<file path="config.mk">
export PLATFORM = sky130hd
export DESIGN_NAME = seg_display_scan
export DESIGN_NICKNAME = d
export VERILOG_FILES = /design/src/rtl/seg_pkg.sv /design/src/rtl/hex7seg.sv /design/src/rtl/seg_display_scan.sv
export SDC_FILE = /design/constraint.sdc
export NUM_CORES = 1
export LEC_CHECK = 0
export BUFFER_PORTS_ARGS = -buffer_cell sky130_fd_sc_hd__buf_4
export CORE_MARGIN = 5
export CORE_UTILIZATION = 64
export CTS_CLUSTER_SIZE = 12
export DETAILED_ROUTE_END_ITERATION = 12
export HOLD_SLACK_MARGIN = 0.12
export PLACE_DENSITY = 0.95
export SYNTH_ARGS = -nofsm -noshare
export SYNTH_HDL_FRONTEND = slang
export SYNTH_SLANG_ARGS = --single-unit
</file>
<file path="constraint.sdc">
create_clock -name clk_board -period 9.05 [get_ports clk_board]
set_clock_uncertainty 0.2 [all_clocks]
set_input_delay 0.4525 -clock clk_board [delete_from_list [all_inputs] [get_ports clk_board]]
set_output_delay 0.4525 -clock clk_board [all_outputs]
set_load 0.1 [all_outputs]
</file>
<file path="src/rtl/seg_pkg.sv">
// -----------------------------------------------------------------------------
// seg_pkg
//   Shared seven-segment definitions for the display scanner.
//   All patterns are high-true, bit order {g,f,e,d,c,b,a}.
//   Contents:
//     SEG_BLANK   pattern with every segment off
//     SEG_GLYPH   hex glyph table, index = nibble value (A,b,C,d,E,F)
//     hex_to_seg  nibble -> segment pattern lookup
// -----------------------------------------------------------------------------
package seg_pkg;

    localparam logic [6:0] SEG_BLANK = 7'h00;

    localparam logic [6:0] SEG_GLYPH [16] = '{
        7'h3F, 7'h06, 7'h5B, 7'h4F,   // 0 1 2 3
        7'h66, 7'h6D, 7'h7D, 7'h07,   // 4 5 6 7
        7'h7F, 7'h6F, 7'h77, 7'h7C,   // 8 9 A b
        7'h39, 7'h5E, 7'h79, 7'h71    // C d E F
    };

    function automatic logic [6:0] hex_to_seg(input logic [3:0] nib);
        return SEG_GLYPH[nib];
    endfunction

endpackage

</file>
<file path="src/rtl/hex7seg.sv">
// -----------------------------------------------------------------------------
// hex7seg
//   Combinational hex nibble to seven-segment decoder (high-true).
//   Ports:
//     i_nib  in   4   nibble to decode
//     o_seg  out  7   segment pattern {g,f,e,d,c,b,a}
// -----------------------------------------------------------------------------
module hex7seg
    import seg_pkg::*;
(
    input  logic [3:0] i_nib,
    output logic [6:0] o_seg
);

    assign o_seg = hex_to_seg(i_nib);

endmodule

</file>
<file path="src/rtl/seg_display_scan.sv">
// -----------------------------------------------------------------------------
// seg_display_scan
//   Time-multiplexed driver for an N-digit seven-segment display. A prescaler
//   on the board clock produces a one-cycle scan tick; each tick advances the
//   selected digit. A loaded word waits in a pending register and is promoted
//   to the displayed (active) register only at a frame boundary, so a frame
//   never mixes two values.
//   Ports:
//     clk_board  in   1          board clock, all logic on posedge
//     rst_n      in   1          asynchronous active-low reset
//     value_i    in   32         hex word, nibble 0 = rightmost digit
//     dp_i       in   N_DIGITS   decimal point per digit, 1 = lit
//     load_i     in   1          strobe: capture value_i/dp_i
//     an_o       out  N_DIGITS   one-hot digit enable (polarity per ACTIVE_LOW)
//     seg_o      out  7          segments {g,f,e,d,c,b,a}
//     dp_o       out  1          decimal point of the selected digit
//     frame_o    out  1          pulse in the cycle after a frame boundary
// -----------------------------------------------------------------------------
module seg_display_scan
    import seg_pkg::*;
#(
    parameter int N_DIGITS   = 8,
    parameter int SCAN_DIV   = 100000,
    parameter int ACTIVE_LOW = 1,
    parameter int BLANK_LEAD = 1
) (
    input  logic                clk_board,
    input  logic                rst_n,
    input  logic [31:0]         value_i,
    input  logic [N_DIGITS-1:0] dp_i,
    input  logic                load_i,
    output logic [N_DIGITS-1:0] an_o,
    output logic [6:0]          seg_o,
    output logic                dp_o,
    output logic                frame_o
);

    localparam int PW = (SCAN_DIV > 1) ? $clog2(SCAN_DIV) : 1;
    localparam int IW = (N_DIGITS > 1) ? $clog2(N_DIGITS) : 1;
    localparam int VW = 4 * N_DIGITS;
    localparam logic [PW-1:0] PRESC_MAX = PW'(SCAN_DIV - 1);
    localparam logic [IW-1:0] IDX_MAX   = IW'(N_DIGITS - 1);

    logic [PW-1:0]       r_presc;
    logic [IW-1:0]       r_idx;
    logic [VW-1:0]       r_pend_val;
    logic [N_DIGITS-1:0] r_pend_dp;
    logic                r_pend_vld;
    logic [VW-1:0]       r_act_val;
    logic [N_DIGITS-1:0] r_act_dp;
    logic [N_DIGITS-1:0] r_an;
    logic [6:0]          r_seg;
    logic                r_dp;
    logic                r_frame;

    logic                w_tick;
    logic                w_swap;
    logic [3:0]          w_nib;
    logic                w_dp_sel;
    logic                w_blank_sel;
    logic                w_zero_run;
    logic [N_DIGITS-1:0] w_blank;
    logic [N_DIGITS-1:0] w_an;
    logic [6:0]          w_glyph;

    assign w_tick = (r_presc == PRESC_MAX);
    assign w_swap = w_tick && (r_idx == IDX_MAX);

    always_ff @(posedge clk_board or negedge rst_n) begin
        if (!rst_n) begin
            r_presc <= '0;
            r_idx   <= '0;
        end else begin
            r_presc <= w_tick ? '0 : r_presc + 1'b1;
            if (w_tick) begin
                r_idx <= (r_idx == IDX_MAX) ? '0 : r_idx + 1'b1;
            end
        end
    end

    // A load landing on the swap edge goes straight to active; otherwise it
    // parks in pending until the next frame boundary.
    always_ff @(posedge clk_board or negedge rst_n) begin
        if (!rst_n) begin
            r_pend_val <= '0;
            r_pend_dp  <= '0;
            r_pend_vld <= 1'b0;
            r_act_val  <= '0;
            r_act_dp   <= '0;
        end else if (w_swap) begin
            if (load_i) begin
                r_act_val <= value_i[VW-1:0];
                r_act_dp  <= dp_i;
            end else if (r_pend_vld) begin
                r_act_val <= r_pend_val;
                r_act_dp  <= r_pend_dp;
            end
            r_pend_vld <= 1'b0;
        end else if (load_i) begin
            r_pend_val <= value_i[VW-1:0];
            r_pend_dp  <= dp_i;
            r_pend_vld <= 1'b1;
        end
    end

    // Leading-zero mask built from the most significant digit downward:
    // a digit blanks while every nibble from it upward is zero.
    always_comb begin
        w_zero_run  = 1'b1;
        w_blank     = '0;
        w_an        = '0;
        w_nib       = 4'h0;
        w_dp_sel    = 1'b0;
        w_blank_sel = 1'b0;
        for (int unsigned j = 0; j < N_DIGITS; j++) begin
            w_zero_run = w_zero_run &&
                         (r_act_val[4*(N_DIGITS-1-j) +: 4] == 4'h0);
            w_blank[N_DIGITS-1-j] = (BLANK_LEAD != 0) &&
                                    (N_DIGITS-1-j != 0) && w_zero_run;
        end
        for (int unsigned j = 0; j < N_DIGITS; j++) begin
            w_an[j] = (r_idx == IW'(j));
            if (r_idx == IW'(j)) begin
                w_nib       = r_act_val[4*j +: 4];
                w_dp_sel    = r_act_dp[j];
                w_blank_sel = w_blank[j];
            end
        end
    end

    hex7seg u_hex7seg (
        .i_nib (w_nib),
        .o_seg (w_glyph)
    );

    always_ff @(posedge clk_board or negedge rst_n) begin
        if (!rst_n) begin
            r_an    <= '0;
            r_seg   <= SEG_BLANK;
            r_dp    <= 1'b0;
            r_frame <= 1'b0;
        end else begin
            r_an    <= w_an;
            r_seg   <= w_blank_sel ? SEG_BLANK : w_glyph;
            r_dp    <= w_dp_sel;
            r_frame <= w_swap;
        end
    end

    // Internal state is high-true; only the pad-facing signals are inverted.
    assign an_o    = (ACTIVE_LOW != 0) ? ~r_an  : r_an;
    assign seg_o   = (ACTIVE_LOW != 0) ? ~r_seg : r_seg;
    assign dp_o    = (ACTIVE_LOW != 0) ? ~r_dp  : r_dp;
    assign frame_o = r_frame;

endmodule

</file>
==> impl_metrics.toml, run 1 <==
[outcome]
status = "finished, final reports clean"

[die]
dieArea_mm2 = 0.0113
start_util_pct = 64.9
die-width_um = 106
row_count = 35
die_h_um = 106
core-area_mm2 = 0.00915
ioPinCount = 60

[critical_path]
crit_arrival_ns = 3.87
cp_slowest_cell = "dfrtp_1"
path_max_fanout = 19
setup.worst_path.start_class = "flop"
critPathBufInv = 0
end_kind = "flop"
worst_ep_required_time_ns = 9.25
crit_chain = "ha_1 > a21o_1 > a31oi_1 > a221oi_1 > nand2_1 > mux2_2 > a221oi_1"
critical_path.max_stage_delay_ns = 0.70
crit_top_cell = "a221oi_1"
path_delay_family = "compound AO/OA/AOI/OAI gates"
crit_type = "flop to flop"

[yosys]
yosysTopAreaCell = "dfrtp_1"
synth_cell_types = 53
syn_avg_cell_area_um2 = 11.3
synthArstFlopShare_pct = 100
ys.flop_type = "dfrtp_1"
ys_warn_count = 0
synthesis.area_mm2 = 0.00594
netlist_instances = 525
ys_top_cells_by_count = "dfrtp_1, nor2_1, mux2i_1"
synth_area_leaders = "dfrtp_1, mux2i_1, a21oi_2"
ys_ff_latch = 118
synth_top_area_share_pct = 49.7
synth_fp_nets = 580
synth_most_common_cell = "dfrtp_1"
synth-edff-count = 0
synth.yosys.seq_area_share_pct = 49.7

[placement]
numPortBuffers = 59
dp_hpwl_um = 8110
place.gp.congestion = 0.935

[routing]
via_per_inst = 5.94
firstDrtPassIters = 7
drc = 0
ant_nets = 0
num_vias = 4401
wl_per_cell_um = 19.0
drtIter0Drc = 656
drt_wl_total_um = 14100

[power]
p_total_uw = 1450
peakVddDrop_v = 0.000176
leakagePower_uw = 0.00342
p_per_area_mw_per_mm2 = 198

[layout]
multiInputGateArea_mm2 = 0.00264
syn_to_final_growth_pct = 23.6
nets = 672
final.fill_count = 476
antenna_cells = 0
drive_above_1_share_pct = 27.9
register_area_mm2 = 0.00295
final_core_utilization_pct = 80.2

[timing]
finalHoldViolations = 0
max-slew-margin-rel_pct = 17.8
post-route-min-period_ns = 3.67
timing.fmax_mhz = 272
rsz0062_at_grt = "no"
timing.hold.ws_ns = 0.208
finalSetupTns_ns = 0
slew_viol_final = 0
period_share_pct = 40.6
setup-violations-final = 0
tightestPinTransition_ns = 1.23

[clock_tree]
cts_max_level = 4
post_cts_buffers = 0
post_cts_resized = 0
cts_tree = "done"
cts_sinks = 118
clkTransAtPathRegs_ns = 0.06
clkLatencyLatePin_ns = 0.53
cts_buffer_depth = 2
numCtsBuffers = 17
clockRootBuffer = "clkbuf_8"
ctsHoldBuffers = 41

[worst_hold_path]
min_path_type = "input port to async pin"

[job]
drv_cap = 0

[grt]
grt_pass1_vias = 4681
grt_overflow = 0
antenna_found_initial = 0
grt_pass1_wl_um = 23500
grt_max_degree = 88
grtUsageTotal_pct = 26.9
-- flip-flops by register name, indices dropped and copies added (netlist names), 3 cells and up --
name        flops
r_act_dp        8
r_pend_val     32
r_presc        17
r_an            8
r_pend_dp       8
r_seg           7
r_act_val      32
r_idx           3
-- layout by cell type, fill, tap and decap left out, types with 7 or more instances in the layout --
cell type | netlist | layout
nor2_1 | 65 | 65
clkbuf_16 | 0 | 16
a21oi_2 | 40 | 40
a21oi_1 | 21 | 21
mux2i_1 | 42 | 42
mux2_4 | 20 | 20
mux2_2 | 19 | 19
dfrtp_1 | 118 | 118
buf_4 | 3 | 60
o21ai_0 | 11 | 11
xor2_1 | 8 | 8
ha_1 | 12 | 12
nand2_1 | 27 | 27
dlygate4sd3_1 | 0 | 41
nand3_1 | 7 | 7
inv_1 | 34 | 34
-- kinds of logic (layout without fill, tap and decap cells) --
group	after synthesis	count (layout)	synth area share [%]
simple gates	131	131	10.6
mux	85	85	16.5
buf+inv	62	167	5.75
fa+ha+maj	12	12	2.53
compound gates	103	103	12.8
xor+xnor	14	14	2.07
flops	118	118	49.7
-- worst paths after layout --
path	startpoint	depth (start not counted)	slack, ns	endpoint
setup / recovery	r_idx[2]$_DFFE_PN0N_	7	5.38	r_seg[5]$_DFF_PN0_
hold / removal	rst_n	2	0.21	r_an[4]$_DFF_PN0_
setup reg to reg	r_idx[2]$_DFFE_PN0N_	7	5.38	r_seg[5]$_DFF_PN0_
hold reg to reg	r_presc[0]$_DFF_PN0_	1	0.29	r_presc[0]$_DFF_PN0_
max in group asynchronous	rst_n	3	7.05	r_pend_val[22]$_DFFE_PN0P_
min in group clk_board	r_presc[0]$_DFF_PN0_	1	0.29	r_presc[0]$_DFF_PN0_
-- power breakdown --
group          leakage, uW  total [uW]  internal [uW]  switching, uW
logic              0.00167         175           77.6           97.1
registers          0.00145         583            561           22.3
clock network     0.000292         695            448            246
total              0.00342        1450           1090            366
-- layout make-up --
class                      instances  area share (%)
inverter                          34            1.74
clock buffer                      21            6.39
tap                              111            1.89
multi-input combinational        345            36.0
sequential                       118            40.2
timing repair buffer             101            11.7
clock inverter                    11            2.01
-- metrics by stage --
stage	instance area [um2]	setup WS [ns]	cells
final	7340	5.38	741
after global routing	7340	5.15	741
after CTS	7340	5.40	741
after detailed placement	6310	5.46	668
after global placement	6310	5.59	668
after floorplan	5940	6.19	525
-- per-layer routing --
layer / vias to the layer above / global-route usage [%] / routed length (um)
met5: - / 0 / 0
met4: 0 / 12.8 / 549
met3: 64 / 7.71 / 926
met2: 213 / 45.3 / 7090
met1: 2120 / 31.7 / 5520
li1: 2004 / - / -
Note: power is estimated with default switching activity, not from simulation.
==> inputs of run 2 (changes only) <==
--- a/config.mk
+++ b/config.mk
@@ -5,13 +5,14 @@
 export SDC_FILE = /design/constraint.sdc
 export NUM_CORES = 1
 export LEC_CHECK = 0
+export ABC_AREA = 1
 export BUFFER_PORTS_ARGS = -buffer_cell sky130_fd_sc_hd__buf_4
 export CORE_MARGIN = 5
-export CORE_UTILIZATION = 64
+export CORE_UTILIZATION = 59
 export CTS_CLUSTER_SIZE = 12
 export DETAILED_ROUTE_END_ITERATION = 12
 export HOLD_SLACK_MARGIN = 0.12
-export PLACE_DENSITY = 0.95
+export PLACE_DENSITY = 0.9
 export SYNTH_ARGS = -nofsm -noshare
 export SYNTH_HDL_FRONTEND = slang
 export SYNTH_SLANG_ARGS = --single-unit
==> constraint.sdc (replaced) <==
create_clock -name clk_board -period 3.7 [get_ports clk_board]
set_clock_uncertainty 0.2 [all_clocks]
set_input_delay 0.185 -clock clk_board [delete_from_list [all_inputs] [get_ports clk_board]]
set_output_delay 0.185 -clock clk_board [all_outputs]
set_load 0.1 [all_outputs]
==> run 2 against run 1 <==
Compared with the run above:
- critical path depth up 11
- wire length up 11%
- clock power rose to 2.5 times the previous value
- area after synthesis up 3.2%
- count of clock-buffer cells in the layout down 3
- flip-flop and latch count unchanged
- die area up 11%
- cell area up 4.8%
- synthesized cell count up 43%
==> impl_metrics.toml, run 2 <==
[outcome]
status = "finished, final reports clean"

[clock_tree]
cts_buffer_depth = 2
cts_sinks = 118
post_cts_resized = 0
cts_tree = "done"
post_cts_buffers = 0
numCtsBuffers = 17
clkTransAtPathRegs_ns = 0.06
clkLatencyLatePin_ns = 0.53
clockRootBuffer = "clkbuf_8"
cts_max_level = 4

[routing]
wl_per_cell_um = 15.6
drt_wl_total_um = 15600
via_per_inst = 5.40
firstDrtPassIters = 6
routed.top_layer = "met4"
wl_met2_um = 7790
drc = 0
met3_length_um = 1110
drtIter0Drc = 404
wl_met1_um = 6070
num_vias = 5407
ant_nets = 0

[layout]
antenna_cells = 0
syn_to_final_growth_pct = 25.5
mostFrequentLayoutCell = "inv_1"
final_cell_mix = "inv_1, dfrtp_1, nand2_1, nor2_1, a21oi_1"
multiInputGateArea_mm2 = 0.00241
nets = 907
final.fill_count = 628
drive_above_1_share_pct = 17.0
top_regs = "r_act_val: 32 flops, r_pend_val: 32 flops, r_presc: 17 flops"
final_core_utilization_pct = 75.2
register_area_mm2 = 0.00295

[critical_path]
crit_arrival_ns = 3.35
setup.worst_path.start_class = "flop"
crit_top_cell = "nand2_1"
critical_path.max_stage_delay_ns = 0.45
worst_ep_required_time_ns = 3.91
crit_chain = "ha_1 > ha_1 > clkinv_1 > o21ai_0 > inv_1 > nand2_1 > nand2_1 > nand2_1 > nand2_1 > nand2_1 > nand2_1 > inv_1 > ha_1 > nand2_1 > nand2_1 > nand2_1 > o21ai_1 > nor2_1"
path_max_fanout = 10
cp_slowest_cell = "dfrtp_1"
path_delay_family = "simple AND/OR/NAND/NOR gates"
crit_type = "flop to flop"
end_kind = "flop"
critPathBufInv = 3

[die]
core-area_mm2 = 0.0102
die_h_um = 112
row_count = 37
start_util_pct = 59.9
die-width_um = 112
dieArea_mm2 = 0.0125
ioPinCount = 60

[yosys]
synth_most_common_cell = "inv_1"
ys_ff_latch = 118
yosysTopAreaCell = "dfrtp_1"
syn_avg_cell_area_um2 = 8.15
synth_fp_nets = 807
ys_top_cells_by_count = "inv_1, dfrtp_1, nand2_1"
synth-edff-count = 0
ys.flop_type = "dfrtp_1"
synth_top_area_share_pct = 48.2
ys_warn_count = 0
netlist_instances = 752
synthArstFlopShare_pct = 100
synth.yosys.seq_area_share_pct = 48.2
synth_cell_types = 37
synth_area_leaders = "dfrtp_1, inv_1, nand2_1"
synthesis.area_mm2 = 0.00613

[timing]
slew_viol_final = 0
post-route-min-period_ns = 3.14
finalSetupTns_ns = 0
timing.fmax_mhz = 319
period_share_pct = 84.8
tightestPinTransition_ns = 0.976
rsz0062_at_grt = "no"
max-slew-margin-rel_pct = 34.9
setup-violations-final = 0
finalHoldViolations = 0

[job]
drv_cap = 0

[power]
switching_power_uw = 766
internal-power_uw = 2560
clkPwrFrac_pct = 52.8
combPwrFrac_pct = 6.5
leakagePower_uw = 0.00389
p_per_area_mw_per_mm2 = 433
swShare_pct = 23.0
peakVddDrop_v = 0.000467
pwr-share-seq_pct = 40.7

[grt]
antenna_found_initial = 0
grt_pass1_wl_um = 26500
grt_overflow = 0
grtUsageTotal_pct = 26.4
grt_max_degree = 78
grt_pass1_vias = 5511

[worst_hold_path]
min_path_type = "input port to async pin"

[placement]
numPortBuffers = 59
place.gp.congestion = 0.913
dp_hpwl_um = 8710
[run 2: timing repair]
action	CTS	global route
endpoints found under the hold margin	156	0
setup endpoints to repair	0	0
hold buffers	42	0
[run 2: path summary, 6_finish.rpt]
path | cells after the start | end | start | slack (ns)
hold reg to reg | 2 | r_pend_val[5]$_DFFE_PN0P_ | r_pend_val[5]$_DFFE_PN0P_ | 0.29
max in group asynchronous | 3 | r_an[6]$_DFF_PN0_ | rst_n | 2.40
min in group clk_board | 3 | r_pend_val[15]$_DFFE_PN0P_ | value_i[15] | 0.23
hold / removal | 2 | r_pend_dp[2]$_DFFE_PN0P_ | rst_n | 0.16
setup / recovery | 18 | r_seg[3]$_DFF_PN0_ | r_idx[0]$_DFFE_PN0N_ | 0.56
setup reg to reg | 18 | r_seg[3]$_DFF_PN0_ | r_idx[0]$_DFFE_PN0N_ | 0.56
[run 2: cells by family after synthesis]
logic type	after synthesis	share of synthesized area, %
adder cells (fa/ha/maj)	12	2.45
XOR/XNOR	1	0.143
flip-flops	118	48.2
multiplexers	38	6.98
buffers and inverters	191	12.6
AND/OR/NAND/NOR	259	18.2
AO/OA/AOI/OAI	133	11.4
[run 2: power by group through the flow]
| stage | Combinational [uW] | Sequential [uW] | Clock, uW |
|---|---|---|---|
| floorplan | 97.0 | 1370 | 0 |
| global placement | 172 | 1370 | 0 |
| detailed placement | 177 | 1380 | 0 |
| CTS | 215 | 1350 | 1750 |
| global route | 241 | 1360 | 1830 |
| finish | 217 | 1350 | 1760 |
[run 2: layout make-up]
class                   instances  share of cell area (%)
well taps                     136                    2.21
clock inverters                14                    2.59
multi-input cells             443                    31.3
clock buffers                  18                    5.56
flip-flops and latches        118                    38.4
repair buffers                105                    11.8
inverters                     167                    8.17
[run 2: through the flow]
step / instances / setup slack, ns / instance area [um2] / hold WS [ns] / power, uW
2_1_floorplan: 752 / 1.27 / 6130 / -0.311 / 1470
6_report: 1001 / 0.564 / 7690 / 0.159 / 3330
4_1_cts: 1001 / 0.765 / 7690 / 0.197 / 3320
3_3_place_gp: 927 / 0.949 / 6640 / 0.206 / 1540
5_1_grt: 1001 / 0.258 / 7690 / 0.236 / 3430
3_5_place_dp: 927 / 0.853 / 6640 / 0.201 / 1550
[run 2: per-layer routing]
layer,track usage (%),vias up
met2,44.6,246
met3,7.17,77
met5,0,-
met4,14.4,0
li1,-,2549
met1,30.5,2535
